File: src/rtl/apb2axi_pkg.sv
// rtl/apb2axi_pkg.sv - shared FSM state type and AXI encodings for the APB-to-AXI bridge
package apb2axi_pkg;

   typedef enum logic [2:0] {
      IDLE    = 3'd0,
      WR_REQ  = 3'd1,
      WR_RESP = 3'd2,
      RD_REQ  = 3'd3,
      RD_RESP = 3'd4,
      DONE    = 3'd5
   } state_e;

   localparam logic [2:0] AXI_SIZE_4B    = 3'b010;
   localparam logic [1:0] AXI_BURST_INCR = 2'b01;

   localparam logic [1:0] RESP_OKAY   = 2'b00;
   localparam logic [1:0] RESP_EXOKAY = 2'b01;
   localparam logic [1:0] RESP_SLVERR = 2'b10;
   localparam logic [1:0] RESP_DECERR = 2'b11;

endpackage

File: src/rtl/apb2axi_bridge.sv
// rtl/apb2axi_bridge.sv - APB completer issuing one single-beat AXI4 transaction per transfer
// Optional APB4_EN adds pstrb_i/pprot_i; without it strobes are all-ones and prot is 0.
module apb2axi_bridge
   import apb2axi_pkg::*;
#(
   parameter int unsigned APB_ADDR_WIDTH = 32,
   parameter int unsigned AXI_ADDR_WIDTH = 32,
   parameter int unsigned AXI_DATA_WIDTH = 64,
   parameter int unsigned AXI_ID_WIDTH   = 6,
   parameter int unsigned AXI_USER_WIDTH = 6,
   parameter int unsigned AXI_ID         = 0
) (
   input  logic                        clk_i,
   input  logic                        rst_i,
   input  logic                        psel_i,
   input  logic                        penable_i,
   input  logic                        pwrite_i,
   input  logic [APB_ADDR_WIDTH-1:0]   paddr_i,
   input  logic [31:0]                 pwdata_i,
`ifdef APB4_EN
   input  logic [3:0]                  pstrb_i,
   input  logic [2:0]                  pprot_i,
`endif
   output logic [31:0]                 prdata_o,
   output logic                        pready_o,
   output logic                        pslverr_o,
   output logic [AXI_ID_WIDTH-1:0]     aw_id_o,
   output logic [AXI_ADDR_WIDTH-1:0]   aw_addr_o,
   output logic [7:0]                  aw_len_o,
   output logic [2:0]                  aw_size_o,
   output logic [1:0]                  aw_burst_o,
   output logic                        aw_lock_o,
   output logic [3:0]                  aw_cache_o,
   output logic [2:0]                  aw_prot_o,
   output logic [3:0]                  aw_qos_o,
   output logic [3:0]                  aw_region_o,
   output logic [AXI_USER_WIDTH-1:0]   aw_user_o,
   output logic                        aw_valid_o,
   input  logic                        aw_ready_i,
   output logic [AXI_DATA_WIDTH-1:0]   w_data_o,
   output logic [AXI_DATA_WIDTH/8-1:0] w_strb_o,
   output logic                        w_last_o,
   output logic [AXI_USER_WIDTH-1:0]   w_user_o,
   output logic                        w_valid_o,
   input  logic                        w_ready_i,
   input  logic [AXI_ID_WIDTH-1:0]     b_id_i,
   input  logic [1:0]                  b_resp_i,
   input  logic [AXI_USER_WIDTH-1:0]   b_user_i,
   input  logic                        b_valid_i,
   output logic                        b_ready_o,
   output logic [AXI_ID_WIDTH-1:0]     ar_id_o,
   output logic [AXI_ADDR_WIDTH-1:0]   ar_addr_o,
   output logic [7:0]                  ar_len_o,
   output logic [2:0]                  ar_size_o,
   output logic [1:0]                  ar_burst_o,
   output logic                        ar_lock_o,
   output logic [3:0]                  ar_cache_o,
   output logic [2:0]                  ar_prot_o,
   output logic [3:0]                  ar_qos_o,
   output logic [3:0]                  ar_region_o,
   output logic [AXI_USER_WIDTH-1:0]   ar_user_o,
   output logic                        ar_valid_o,
   input  logic                        ar_ready_i,
   input  logic [AXI_ID_WIDTH-1:0]     r_id_i,
   input  logic [AXI_DATA_WIDTH-1:0]   r_data_i,
   input  logic [1:0]                  r_resp_i,
   input  logic                        r_last_i,
   input  logic [AXI_USER_WIDTH-1:0]   r_user_i,
   input  logic                        r_valid_i,
   output logic                        r_ready_o
);

   state_e                    state_q, state_d;
   logic [APB_ADDR_WIDTH-1:0] addr_q, addr_d;
   logic [31:0]               wdata_q, wdata_d;
   logic [3:0]                strb_q, strb_d;
   logic [2:0]                prot_q, prot_d;
   logic                      aw_done_q, aw_done_d;
   logic                      w_done_q, w_done_d;
   logic [31:0]               rdata_q, rdata_d;
   logic                      err_q, err_d;
   logic [31:0]               rd_lane;
   logic                      aw_hs, w_hs;
   logic                      unused_inputs;

   assign unused_inputs = ^{b_id_i, b_user_i, r_id_i, r_last_i, r_user_i, paddr_i[1:0]};

   if (AXI_DATA_WIDTH == 64) begin : g_axi64
      assign w_data_o = {2{wdata_q}};
      assign w_strb_o = addr_q[2] ? {strb_q, 4'h0} : {4'h0, strb_q};
      assign rd_lane  = addr_q[2] ? r_data_i[63:32] : r_data_i[31:0];
   end else begin : g_axi32
      if (AXI_DATA_WIDTH != 32) begin : g_bad_width
         $error("apb2axi_bridge: AXI_DATA_WIDTH must be 32 or 64");
      end
      assign w_data_o = wdata_q;
      assign w_strb_o = strb_q;
      assign rd_lane  = r_data_i[31:0];
   end

   assign aw_id_o     = AXI_ID_WIDTH'(AXI_ID);
   assign aw_addr_o   = AXI_ADDR_WIDTH'(addr_q);
   assign aw_len_o    = 8'd0;
   assign aw_size_o   = AXI_SIZE_4B;
   assign aw_burst_o  = AXI_BURST_INCR;
   assign aw_lock_o   = 1'b0;
   assign aw_cache_o  = 4'd0;
   assign aw_prot_o   = prot_q;
   assign aw_qos_o    = 4'd0;
   assign aw_region_o = 4'd0;
   assign aw_user_o   = '0;
   assign w_last_o    = 1'b1;
   assign w_user_o    = '0;
   assign ar_id_o     = AXI_ID_WIDTH'(AXI_ID);
   assign ar_addr_o   = AXI_ADDR_WIDTH'(addr_q);
   assign ar_len_o    = 8'd0;
   assign ar_size_o   = AXI_SIZE_4B;
   assign ar_burst_o  = AXI_BURST_INCR;
   assign ar_lock_o   = 1'b0;
   assign ar_cache_o  = 4'd0;
   assign ar_prot_o   = prot_q;
   assign ar_qos_o    = 4'd0;
   assign ar_region_o = 4'd0;
   assign ar_user_o   = '0;

   // AW and W retire independently; each drops once its own handshake is recorded
   assign aw_valid_o = (state_q == WR_REQ) && !aw_done_q;
   assign w_valid_o  = (state_q == WR_REQ) && !w_done_q;
   assign b_ready_o  = (state_q == WR_RESP);
   assign ar_valid_o = (state_q == RD_REQ);
   assign r_ready_o  = (state_q == RD_RESP);
   assign pready_o   = (state_q == DONE);
   assign pslverr_o  = (state_q == DONE) && err_q;
   assign prdata_o   = rdata_q;

   assign aw_hs = aw_valid_o && aw_ready_i;
   assign w_hs  = w_valid_o && w_ready_i;

   always_comb begin
      state_d   = state_q;
      addr_d    = addr_q;
      wdata_d   = wdata_q;
      strb_d    = strb_q;
      prot_d    = prot_q;
      aw_done_d = aw_done_q;
      w_done_d  = w_done_q;
      rdata_d   = rdata_q;
      err_d     = err_q;
      case (state_q)
         IDLE: begin
            if (psel_i && !penable_i) begin
               addr_d    = {paddr_i[APB_ADDR_WIDTH-1:2], 2'b00};
               wdata_d   = pwdata_i;
`ifdef APB4_EN
               strb_d    = pstrb_i;
               prot_d    = pprot_i;
`else
               strb_d    = 4'hF;
               prot_d    = 3'b000;
`endif
               aw_done_d = 1'b0;
               w_done_d  = 1'b0;
               state_d   = pwrite_i ? WR_REQ : RD_REQ;
            end
         end
         WR_REQ: begin
            if (aw_hs) aw_done_d = 1'b1;
            if (w_hs)  w_done_d  = 1'b1;
            if ((aw_done_q || aw_hs) && (w_done_q || w_hs)) state_d = WR_RESP;
         end
         WR_RESP: begin
            if (b_valid_i) begin
               err_d   = b_resp_i[1];
               rdata_d = '0;
               state_d = DONE;
            end
         end
         RD_REQ: begin
            if (ar_ready_i) state_d = RD_RESP;
         end
         RD_RESP: begin
            if (r_valid_i) begin
               err_d   = r_resp_i[1];
               rdata_d = rd_lane;
               state_d = DONE;
            end
         end
         DONE:    state_d = IDLE;
         default: state_d = IDLE;
      endcase
   end

   always_ff @(posedge clk_i or posedge rst_i) begin
      if (rst_i) begin
         state_q   <= IDLE;
         addr_q    <= '0;
         wdata_q   <= '0;
         strb_q    <= '0;
         prot_q    <= '0;
         aw_done_q <= 1'b0;
         w_done_q  <= 1'b0;
         rdata_q   <= '0;
         err_q     <= 1'b0;
      end else begin
         state_q   <= state_d;
         addr_q    <= addr_d;
         wdata_q   <= wdata_d;
         strb_q    <= strb_d;
         prot_q    <= prot_d;
         aw_done_q <= aw_done_d;
         w_done_q  <= w_done_d;
         rdata_q   <= rdata_d;
         err_q     <= err_d;
      end
   end

endmodule

File: config.mk
export PLATFORM = sky130hd
export DESIGN_NAME = apb2axi_bridge
export DESIGN_NICKNAME = d
export VERILOG_FILES = /design/src/rtl/apb2axi_pkg.sv /design/src/rtl/apb2axi_bridge.sv
export SDC_FILE = /design/constraint.sdc
export NUM_CORES = 1
export LEC_CHECK = 0
export BUFFER_PORTS_ARGS = -buffer_cell sky130_fd_sc_hd__clkbuf_2
export CAP_MARGIN = 20
export CORE_AREA = 2 2 166 168
export CTS_CLUSTER_SIZE = 20
export DETAILED_ROUTE_END_ITERATION = 7
export DIE_AREA = 0 0 168 170
export PLACE_DENSITY = 0.55
export SYNTH_ARGS = -nofsm -noshare
export SYNTH_HDL_FRONTEND = slang
export SYNTH_SLANG_ARGS = --single-unit
File: constraint.sdc
create_clock -name clk_i -period 8.5 [get_ports clk_i]
set_input_delay 0.425 -clock clk_i [delete_from_list [all_inputs] [get_ports clk_i]]
set_output_delay 0.425 -clock clk_i [all_outputs]
set_load 0.03 [all_outputs]
Yosys cells after proc, flatten, opt, wreduce, memory -nomap -nowiden
Cells that the tools add are included.
- register bits after elaboration: 101
- latch bits: 0
- bits in writable memories: 0
- bits in read-only memories: 0
- bits of input ports: 167
- output and inout bits: 264
- logic and storage cells: 60
- memories kept: 0
- $add $sub $neg: 0
- $mul: 0
- divide/modulo/power cells: 0
- order comparisons: 0
- equal/unequal tests: 12
- shift-type cells: 0
- muxes and demuxes: 20
- bitwise logic cells: 0
- reductions and logical operators: 20
- operators with widths (operator ; count):
    2-to-1 mux 32 bit ; 3
    one-hot mux 32 bit (2 select lines) ; 1
    2-to-1 mux 3 bit ; 5
    one-hot mux 3 bit (5 select lines) ; 1
    inequality test 2 bit (second input constant) ; 5
    AND reduction 3 bit ; 3
    2-to-1 mux 8 bit ; 1
    logical AND 1 bit ; 7
    == test 3 x 2 -> 1 bit (second input constant) ; 2
    == test 3 bit (second input constant) ; 2
    one-hot mux 1 bit (2 select lines) ; 3
    2-to-1 mux 1 bit ; 5
    AND reduction 5 bit ; 1
    inequality test 2 x 1 -> 1 bit (second input constant) ; 2
    nonzero test 2 bit ; 2
    == test 3 x 1 -> 1 bit (second input constant) ; 1
    zero test 1 bit ; 3
    zero test 3 bit ; 1
    logical OR 1 bit ; 2
    2-to-1 mux 2 bit ; 1
    AND reduction 2 bit ; 1

Logic depth before layout (Yosys ltp)
Gate-level depths: netlist of the first run.
- depth in word-level cells: 7
- gate-level depth with buffers: 7

Least setup slack after synthesis of the first run
No wires, ideal clock.
- path type: flip-flop to output port
- start: register addr_q[2] (netlist: ar_addr_o[2])
- end: output port w_strb_o[1]
- arrival: 1820 ps
- required time: 8075 ps
- slack: 6255 ps
- cell stages (with the launch flop): 5
- path buffers: 3
- cell sequence: dfrtp_1 buf_4 buf_1 nor2b_1 buf_4
- cells in the longest elaborated chain, start to end: 1
- ends and longest elaborated chain (what ; RTL line ; source):
    start: declaration ; apb2axi_bridge.sv:74 ; logic [APB_ADDR_WIDTH-1:0] addr_q, addr_d;
    start signal: assignment ; apb2axi_bridge.sv:206 ; addr_q <= addr_d;
    2-to-1 mux 8 bit ; apb2axi_bridge.sv:90 ; assign w_strb_o = addr_q[2] ? {strb_q, 4'h0} : {4'h0, strb_q};
    end: declaration ; apb2axi_bridge.sv:41 ; output logic [AXI_DATA_WIDTH/8-1:0] w_strb_o,
Every way passes these cells.

Final worst setup path of the first run
- start: register state_q[1]
- end: register wdata_q[23]
- cells in the longest elaborated chain, start to end: 2
- ends and longest elaborated chain (what ; RTL line ; source):
    start: declaration ; apb2axi_bridge.sv:73 ; state_e state_q, state_d;
    start signal: assignment ; apb2axi_bridge.sv:205 ; state_q <= state_d;
    zero test 3 bit ; apb2axi_bridge.sv:149 ; case (state_q)
    AND reduction 2 bit (no source line) ; -- ;
    end signal: assignment ; apb2axi_bridge.sv:207 ; wdata_q <= wdata_d;
    end: declaration ; apb2axi_bridge.sv:75 ; logic [31:0] wdata_q, wdata_d;
Every way passes these cells.
A chain may end at the register's enable or synchronous reset.

==> run metrics, run 1 <==
Synth warnings=0; switch share=between 50% and 60%; Yosys reg bits=around 100; Placed Area=between 6000 and 7000 sq um; fin area=between 7000 and 8000 sq um; Clock Path Buffers=2; Buf/Inv on CP=1; delay-heaviest family, CP=buffers and inverters; Max Slew Vio Count=0; synth-to-layout area growth=22.6%; DR vias/cell=roughly 3.6; Crit-path slowest cell=buf_4; Final Critical Period=between 2 and 3 ns; CTS tree=yes; Worst setup SP type=register; worst path arrival time=roughly 2.9 ns; Core Util, Final=about a quarter; worst setup skew after layout=0.00423 ns; DR pass1 iterations=4; crit path capture type=register; Multi-input gate area=about 2100 sq um; Post-DP HPWL=between 10000 and 15000 um; first-pass GRT wire length=between 20000 and 25000 um; WL final=~14000 um; Max-cap violations=0; Hold Buf Count CTS=0; clock sink total=just over 100; Clk pwr share=between 10 and 15%; slowest stage delay, CP=a little over 0.8 ns; GP Congestion=roughly 0.69; Rows=60; # resized after CTS=0; kind of critical path=register to register; status=finished, final reports clean; Synth Instances=487; layout cells sized above 1=approximately 54%; Worst VDD drop=0.000149 V; Register Area=roughly 2500 sq um; DIE AREA=28600 sq um; Mapped Area=5720 sq um; DR iter-0 viols=about 110; worst slew pin tran=between 0.9 and 1 ns; Initial Util=around 21%; vias in the first global route=3688; cts bufs inserted=9; switching power=roughly 1.6 mW; Leakage Power=3.85 nW; Core ar.=around 27000 sq um; Max Fclk=between 0.3 and 0.4 GHz; post-DR wirelength/cell=approximately 13 um; Final Hold Vio Count=0; die span in y=~170 um; average cell area after synthesis=about 12 sq um; Reg power frac=between 20 and 30%; Slew HR=between 30% and 40%; Finished Layout Cells=between 1k and 1.5k; DR vias=between 3k and 4k; n_diodes=0; setup violators final=0; PortBufs=308; fin crit share=between 30% and 40%; Root Driver=clkbuf_16; gr ovfl total=0; Netlist cell types=30; CP Data Required Time=between 8 and 9 ns; nets@finish=about 890; Post-CTS Setup Inserts=0; H-tree Lvls=3; P_int=1.53 mW; GRT Total Usage=9.59%; sequential share of the synthesized area=between 40 and 50%; Clk pin slew, worst setup/hold paths=approximately 0.080 ns; Combinational Power Share=58.1%; Placed Cells incl. Taps=1050; crit-path max FO=52; Die Wd=168 um; RSZ-0062 raised after global routing=no; class of the worst hold path=primary input to asynchronous set/reset pin; pin count of the biggest net entering global routing=61; Ports=~430; initial antenna violation count=0; DRC violations left=0; Setup Total Neg Slack=0 ns; # fillers=2854; power density cells=approximately 450 nW/um^2; Clock Latency Late Sink=about 0.35 ns; Final ANT Viol Nets=0; worst path cell trace=or3_4, nor2_8, buf_4, mux2_2
==> worst paths after layout <==
check / depth (start not counted) / slack, ns / endpoint / start
worst min-delay path: 2 / 0.11 / prdata_o[3]$_DFFE_PP0P_ / rst_i
min in group clk_i: 2 / 0.30 / ar_addr_o[17]$_DFFE_PP0P_ / paddr_i[17]
worst max-delay path: 4 / 5.86 / wdata_q[23]$_DFFE_PP0P_ / state_q[1]$_DFFE_PP0P_
worst max register to register: 4 / 5.86 / wdata_q[23]$_DFFE_PP0P_ / state_q[1]$_DFFE_PP0P_
max in group asynchronous: 3 / 7.18 / ar_addr_o[12]$_DFFE_PP0P_ / rst_i
worst min register to register: 2 / 0.48 / prdata_o[2]$_DFFE_PP0P_ / prdata_o[2]$_DFFE_PP0P_
==> power groups by stage <==
stage	sequential [mW]	combinational (mW)	clock [mW]
4_1_cts	0.888	1.85	0.468
3_5_place_dp	0.892	1.85	0
2_1_floorplan	1.26	1.21	0
5_1_grt	0.919	1.94	0.481
3_3_place_gp	0.885	1.85	0
6_report	0.883	1.84	0.440
==> per-layer routing <==
layer / vias up / GRT usage [%] / share of wire, %
met2: 250 / 16.6 / 49
met5: - / 0 / 0
li1: 1821 / - / -
met3: 10 / 3.28 / 10
met1: 1804 / 11.1 / 40
met4: 0 / 3.29 / 1.3
==> final cells by class <==
cell class                      instances  share of cell area [%]
Inverter                                3                   0.196
Timing Repair Buffer                  312                    22.7
Tap cell                              341                    6.08
Clock inverter                          6                    1.20
Multi-Input combinational cell        294                    30.5
Sequential cell                       101                    36.1
Clock buffer                           10                    3.26
==> logic make-up (layout without fill, tap and decap cells) <==
kind of cell | Yosys count | count (layout) | share of synthesized area, %
AND/OR/NAND/NOR | 59 | 59 | 4.96
AO/OA/AOI/OAI | 45 | 45 | 4.20
flip-flops | 101 | 101 | 44.2
multiplexers | 97 | 97 | 22.1
buffers and inverters | 183 | 331 | 24.4
other | 2 | 93 | 0.131
==> layout by cell type (no fill, tap or decap), types with 2 or more instances in the layout <==
cell	n
clkbuf_2	308
dfrtp_1	100
conb_1	93
mux2_4	58
nand2_1	37
o21ai_0	37
mux2i_1	35
clkbuf_16	9
nor2_1	8
mux2_2	4
and3_1	3
clkinv_4	3
buf_4	3
nand2b_1	2
nand3b_1	2
inv_1	2
o22ai_1	2
a21oi_1	2
==> worst register-to-register path, cell delays in order (launching register included) <==
cell	delay, ns
dfrtp_1	0.50
or3_4	0.45
nor2_8	0.30
buf_4	0.81
mux2_2	0.46
==> sequential cells by signal, summed over array words and instances, names as in the netlist <==
name and count:
aw_done_q 1, ar_addr_o 30, prdata_o 32, strb_q 1, wdata_q 32, w_done_q 1, err_q 1, state_q 3
==> cells in the mapped netlist <==
| library cell | instances | area, sq um |
|---|---|---|
| nor2b_1 | 1 | 6.26 |
| a21boi_0 | 1 | 7.51 |
| mux2i_1 | 35 | 350 |
| buf_1 | 3 | 11.3 |
| nand2_1 | 37 | 139 |
| nor2_1 | 8 | 30.0 |
| dfrtp_1 | 101 | 2530 |
| nor2_8 | 1 | 20.0 |
| nand3b_1 | 2 | 15.0 |
| buf_4 | 162 | 1220 |
| nand2b_4 | 1 | 13.8 |
| buf_12 | 6 | 120 |
| or2_2 | 1 | 6.26 |
| inv_1 | 3 | 11.3 |
| nand2b_1 | 2 | 12.5 |
| o21ai_0 | 37 | 185 |
| a21o_1 | 1 | 7.51 |
| mux2_2 | 4 | 45.0 |
| a21oi_1 | 2 | 10.0 |
| mux2_4 | 58 | 871 |
| buf_2 | 2 | 10.0 |
| or3_4 | 1 | 11.3 |
| conb_1 | 2 | 7.51 |
| and3_1 | 3 | 18.8 |
| o2111ai_1 | 1 | 8.76 |
| clkbuf_1 | 7 | 26.3 |
| o22a_1 | 1 | 8.76 |
| nand3_1 | 1 | 5.00 |
| o22ai_1 | 2 | 12.5 |
| and2_1 | 1 | 6.26 |
==> stage by stage <==
stage	hold WS (ns)	power (mW)	worst slack (ns)
floorplan	0.442	2.47	5.43
global route	0.161	3.34	5.71
CTS	0.140	3.21	5.81
detailed placement	0.470	2.75	5.74
finish	0.107	3.16	5.86
global placement	0.458	2.74	5.75
Power figures use the tool's default switching activity.
==> run 2, diff against run 1 <==
CORE_AREA = 2 2 167 169   (was 2 2 166 168)
DIE_AREA = 0 0 169 171   (was 0 0 168 170)
clock period = 2.6 ns   (was 8.5 ns; I/O delays follow)
==> run 2 against run 1 <==
Effect of this change: critical path depth is the same; clock power grew to 3.3 times the previous value; sequential cell count is the same; via count grew 6.5%; critical path type unchanged.
==> run metrics, run 2 (synthesized netlist as in run 1, its figures left out) <==
status=finished, final reports clean (unchanged); Finished Layout Cells=1135 (was 1067); Tot Pwr=10.5 mW (was 3.16 mW); setup violators final=0 (unchanged); class of the worst hold path=primary input to register (was primary input to asynchronous set/reset pin); crit-path max FO=13 (was 52); DR pass1 iterations=4 (unchanged); Combinational Power Share=58.2% (was 58.1%); DRC violations left=0 (unchanged); Worst setup SP type=register (unchanged); DR iter-0 viols=154 (was 107); Final Hold Vio Count=0 (unchanged); Post-DP HPWL=11700 um (was 10900 um); Reg power frac=28.0% (was 27.9%); Worst VDD drop=0.000382 V (was 0.000149 V); Clk pwr share=13.9% (about the same); Rows=61 (was 60); Setup Total Neg Slack=0 ns (unchanged); DR vias/cell=3.65 (was 3.64); pin count of the biggest net entering global routing=39 (was 61); CP Data Required Time=2.84 ns (was 8.74 ns); initial antenna violation count=1 (was 0); # resized after CTS=0 (unchanged); nets@finish=951 (was 888); die span in y=171 um (was 170 um); GP Congestion=0.709 (was 0.694); H-tree Lvls=3 (unchanged); Final ANT Viol Nets=0 (unchanged); DIE AREA=28900 sq um (was 28600 sq um); Core ar.=27300 sq um (was 26700 sq um); Max-cap violations=0 (unchanged); Clock Latency Late Sink=0.35 ns (about the same); first-pass GRT wire length=22300 um (was 20900 um); switch share=51.4% (was 51.7%); most common cell after layout, fill and taps aside=clkbuf_2 (unchanged); kind of critical path=register to register (unchanged); WL final=15300 um (was 14200 um); Final Critical Period=2.04 ns (was 2.64 ns); P_int=5.10 mW (was 1.53 mW); clock sink total=101 (unchanged); cts bufs inserted=9 (unchanged); fin crit share=78.5% (was 31.1%); RSZ-0062 raised after global routing=no (unchanged); layout cells sized above 1=51.0% (was 54.4%); Placed Cells incl. Taps=1062 (was 1050); Max Fclk=0.490 GHz (was 0.379 GHz); Die Wd=169 um (was 168 um); crit path capture type=register (unchanged); CTS tree=yes (unchanged); worst path arrival time=2.28 ns (was 2.88 ns); Initial Util=20.9% (was 21.5%); Clk pin slew, worst setup/hold paths=0.07 ns (was 0.08 ns); Root Driver=clkbuf_16 (unchanged); Ports=431 (unchanged); Clock Path Buffers=2 (unchanged); power density cells=1370 nW/um^2 (was 451 nW/um^2); synth-to-layout area growth=34.4% (was 22.6%); GRT Total Usage=10.1% (was 9.59%); Leakage Power=4.12 nW (was 3.85 nW); post-DR wirelength/cell=13.5 um (was 13.3 um); n_diodes=0 (unchanged); DR vias=4138 (was 3885); PortBufs=308 (unchanged); worst setup skew after layout=0.0105 ns (was 0.00423 ns); Slew HR=47.5% (was 35.2%); Max Slew Vio Count=0 (unchanged); gr ovfl total=0 (unchanged); vias in the first global route=3957 (was 3688); worst slew pin tran=0.786 ns (was 0.972 ns); most frequent cells in the layout=308 x clkbuf_2, 100 x dfrtp_1, 93 x conb_1, 58 x mux2_4, 57 x dlygate4sd3_1 (was 308 x clkbuf_2, 100 x dfrtp_1, 93 x conb_1, 58 x mux2_4); switching power=5.40 mW (was 1.63 mW)
run 2: cell types whose count changed in the layout (fill, tap and decap cells not counted), moves of 2 or more:
| cell | delta |
|---|---|
| buf_12 | +5 |
| clkinvlp_4 | +2 |
| dlygate4sd3_1 | +57 |
| buf_4 | +2 |
run 2: area by class of cell:
cell class,instances,area (sq um)
Clock inverter,6,82.6
Inverter,3,15.0
Timing Repair Buffer,375,2250
Tap cell,346,433
Clock buffer,10,239
Sequential cell,101,2530
Fill cell,2881,19600
Multi-Input combinational cell,294,2140
run 2: layer usage:
layer / track usage, % / share of wire [%] / vias up
met5: 0 / 0.078 / -
met4: 2.60 / 1.2 / 2
met3: 3.52 / 9.5 / 14
met2: 18.6 / 51 / 249
met1: 11.0 / 38 / 1918
li1: - / - / 1955
run 2: power groups by stage:
stage | clock network, mW | logic, mW | registers, mW
finish | 1.46 | 6.10 | 2.93
global route | 1.60 | 6.47 | 3.05
detailed placement | 0 | 6.09 | 2.97
CTS | 1.54 | 6.17 | 2.95
global placement | 0 | 6.08 | 2.93
floorplan | 0 | 3.96 | 4.11
run 2: final timing paths:
path	start	end	slack (ns)	cells past startpoint
worst max-delay path	state_q[1]$_DFFE_PP0P_	wdata_q[28]$_DFFE_PP0P_	0.56	4
max in group asynchronous	rst_i	strb_q[0]$_DFFE_PP0P_	1.47	4
worst min-delay path	paddr_i[7]	ar_addr_o[7]$_DFFE_PP0P_	0.03	2
worst max register to register	state_q[1]$_DFFE_PP0P_	wdata_q[28]$_DFFE_PP0P_	0.56	4
min in group asynchronous	rst_i	wdata_q[14]$_DFFE_PP0P_	0.46	3
worst min register to register	err_q$_DFFE_PP0P_	err_q$_DFFE_PP0P_	0.48	2
run 2: worst max-delay path: stages (launching register included):
cell and delay [ns]:
dfrtp_1 0.49, or3_4 0.45, nor2_8 0.32, buf_4 0.34, mux2_4 0.32
run 2: per-stage QoR:
| step | hold slack (ns) | utilization (%) | worst slack (ns) | cell area [sq um] |
|---|---|---|---|---|
| detailed placement | 0.320 | 24.9 | 0.541 | 6800 |
| global route | 0.00832 | 28.1 | 0.463 | 7690 |
| global placement | 0.293 | 24.9 | 0.559 | 6800 |
| finish | 0.0263 | 28.1 | 0.559 | 7690 |
| floorplan | 0.278 | - | 0.650 | 6070 |
| CTS | 0.00232 | 28.1 | 0.538 | 7690 |
run 2: what timing repair did:
action,in CTS,in global routing
buffers inserted,0,0
hold endpoints to repair,84,0
hold buffers,57,0
==> run 3, diff against run 2 <==
clock period = 1.94 ns   (was 2.6 ns; I/O delays follow)
==> run 3 against run 2 <==
Effect of this change: highest routed layer is now met4; power is 33% higher; critical path depth is 1 higher; maximum frequency is 16% higher; hold slack worse by 0.0029 ns; sequential cell count stayed put; critical endpoint is now wdata_q[18]$_DFFE_PP0P_.
==> run metrics, run 3 (synthesized netlist as in run 1, its figures left out) <==
Ports=431 (unchanged); vias in the first global route=3972 (was 3957); Placed Area=6830 sq um (was 6800 sq um); Post-CTS Setup Inserts=0 (unchanged); Final Critical Period=1.76 ns (was 2.04 ns); CTS tree=yes (unchanged); crit path capture type=register (unchanged); DR vias/cell=3.61 (was 3.65); setup violators final=0 (unchanged); most frequent cells in the layout=308 x clkbuf_2, 100 x dfrtp_1, 93 x conb_1, 64 x dlygate4sd3_1, 58 x mux2_4 (was 308 x clkbuf_2, 100 x dfrtp_1, 93 x conb_1, 58 x mux2_4, 57 x dlygate4sd3_1); worst path arrival time=2.00 ns (was 2.28 ns); Root Driver=clkbuf_16 (unchanged); RSZ-0062 raised after global routing=no (unchanged); Min Hold Slack=0.0235 ns (was 0.0263 ns); power density cells=1800 nW/um^2 (was 1370 nW/um^2); worst reg2reg endpoint=wdata_q[18]$_DFFE_PP0P_ (was wdata_q[28]$_DFFE_PP0P_); Clock Latency Late Sink=0.35 ns (about the same); Leakage Power=4.16 nW (was 4.12 nW); nets@finish=963 (was 951); worst setup skew after layout=0.00845 ns (was 0.0105 ns); Core ar.=27300 sq um (unchanged); Worst setup SP type=register (unchanged); initial antenna violation count=0 (was 1); layout cells sized above 1=50.7% (was 51.0%); crit-path max FO=21 (was 13); Final ANT Viol Nets=0 (unchanged); cts bufs inserted=9 (unchanged); reg2reg setup slack=0.18 ns (was 0.56 ns); Max-cap violations=0 (unchanged); H-tree Lvls=3 (unchanged); origin of the critical flop-to-flop path=state_q[2]$_DFFE_PP0P_ (was state_q[1]$_DFFE_PP0P_); Max Fclk=0.569 GHz (was 0.490 GHz); n_diodes=0 (unchanged); GP Congestion=0.722 (was 0.709); CP Data Required Time=2.18 ns (was 2.84 ns); pin count of the biggest net entering global routing=54 (was 39); most common cell after layout, fill and taps aside=clkbuf_2 (unchanged); Clk pin slew, worst setup/hold paths=0.08 ns (was 0.07 ns); DR pass1 iterations=4 (unchanged); post-DR wirelength/cell=13.5 um (about the same); clock sink total=101 (unchanged); Worst VDD drop=0.000578 V (was 0.000382 V); fin crit share=90.6% (was 78.5%); DIE AREA=28900 sq um (unchanged); worst setup path endpoint=wdata_q[18]$_DFFE_PP0P_ (was wdata_q[28]$_DFFE_PP0P_); DR vias=4137 (was 4138); class of the worst hold path=primary input to register (unchanged); Clock Path Buffers=2 (unchanged); Final Hold Vio Count=0 (unchanged); DRC violations left=0 (unchanged); Die Wd=169 um (unchanged); status=finished, final reports clean (unchanged); Rows=61 (unchanged); DR iter-0 viols=129 (was 154); die span in y=171 um (unchanged); PortBufs=308 (unchanged); kind of critical path=register to register (unchanged); synth-to-layout area growth=35.7% (was 34.4%); Post-DP HPWL=11800 um (was 11700 um); CP startpoint=state_q[2]$_DFFE_PP0P_ (was state_q[1]$_DFFE_PP0P_); WL final=15500 um (was 15300 um); hold_sp=aw_ready_i (was paddr_i[7]); Initial Util=20.9% (unchanged); fin area=7760 sq um (was 7690 sq um); GRT Total Usage=10.0% (was 10.1%); # fillers=2880 (was 2881); gr ovfl total=0 (unchanged); first-pass GRT wire length=22200 um (was 22300 um); Setup Total Neg Slack=0 ns (unchanged); worst r2r path cells=5 (was 4); Max Slew Vio Count=0 (unchanged)
[run 3: changes by cell type in the layout (fill, tap and decap cells not counted)]
cell and change:
buf_4 +5, bufinv_16 -1, clkbuf_8 -1, clkinv_4 +1, dlygate4sd3_1 +7
[run 3: routing by layer]
metal  vias to the layer above  GRT usage [%]  part of all wire [%]
met5                         -              0                     0
met4                         0           2.71                   1.3
met3                        12           3.24                   9.3
met2                       250           18.5                    51
met1                      1902           11.1                    38
li1                       1973              -                     -
[run 3: how the worst min path moves through the flow]
stage / endpoint / slack (ns) / depth (start not counted)
finish: aw_done_q$_DFFE_PP0P_ / 0.02 / 3
global route: prdata_o[29]$_DFFE_PP0P_ / 0.03 / 3
CTS: aw_done_q$_DFFE_PP0P_ / 0.003 / 3
detailed placement: wdata_q[14]$_DFFE_PP0P_ / 0.11 / 2
global placement: wdata_q[14]$_DFFE_PP0P_ / 0.11 / 2
floorplan: ar_addr_o[13]$_DFFE_PP0P_ / 0.25 / 1
[run 3: critical path, cell delays in order, from the launching register on]
cell	delay (ns)
dfrtp_1	0.39
or3_4	0.43
nor2_8	0.11
buf_12	0.20
buf_12	0.19
mux2_4	0.31
[run 3: report_power, final]
group / switching [mW] / leakage (nW) / total (mW) / internal, mW
Clock: 0.891 / 0.136 / 1.78 / 0.892
Combinational: 5.54 / 2.79 / 8.30 / 2.76
Sequential: 0.831 / 1.24 / 3.89 / 3.06
[run 3: cell type report]
cell class,instances,area (sq um),area share (%)
Sequential cell,101,2530,32.6
Clock buffer,9,225,2.90
Clock inverter,6,61.3,0.790
Timing Repair Buffer,387,2360,30.4
Multi-Input combinational cell,294,2140,27.6
Tap cell,346,433,5.58
Inverter,3,15.0,0.193
[run 3: per-stage QoR]
stage	std cells	power, mW	utilization, %	setup slack [ns]
finish	1146	14.0	28.4	0.182
global route	1146	14.8	28.4	0.0626
CTS	1146	14.2	28.4	0.153
detailed placement	1067	12.2	25.0	0.189
global placement	1067	12.2	25.0	0.219
floorplan	578	10.8	-	0.0226
[run 3: what timing repair did]
item | in CTS | in global routing
gates resized for setup | 0 | 0
setup endpoints to repair | 0 | 0
hold buffers | 64 | 0
endpoints found under the hold margin | 75 | 0
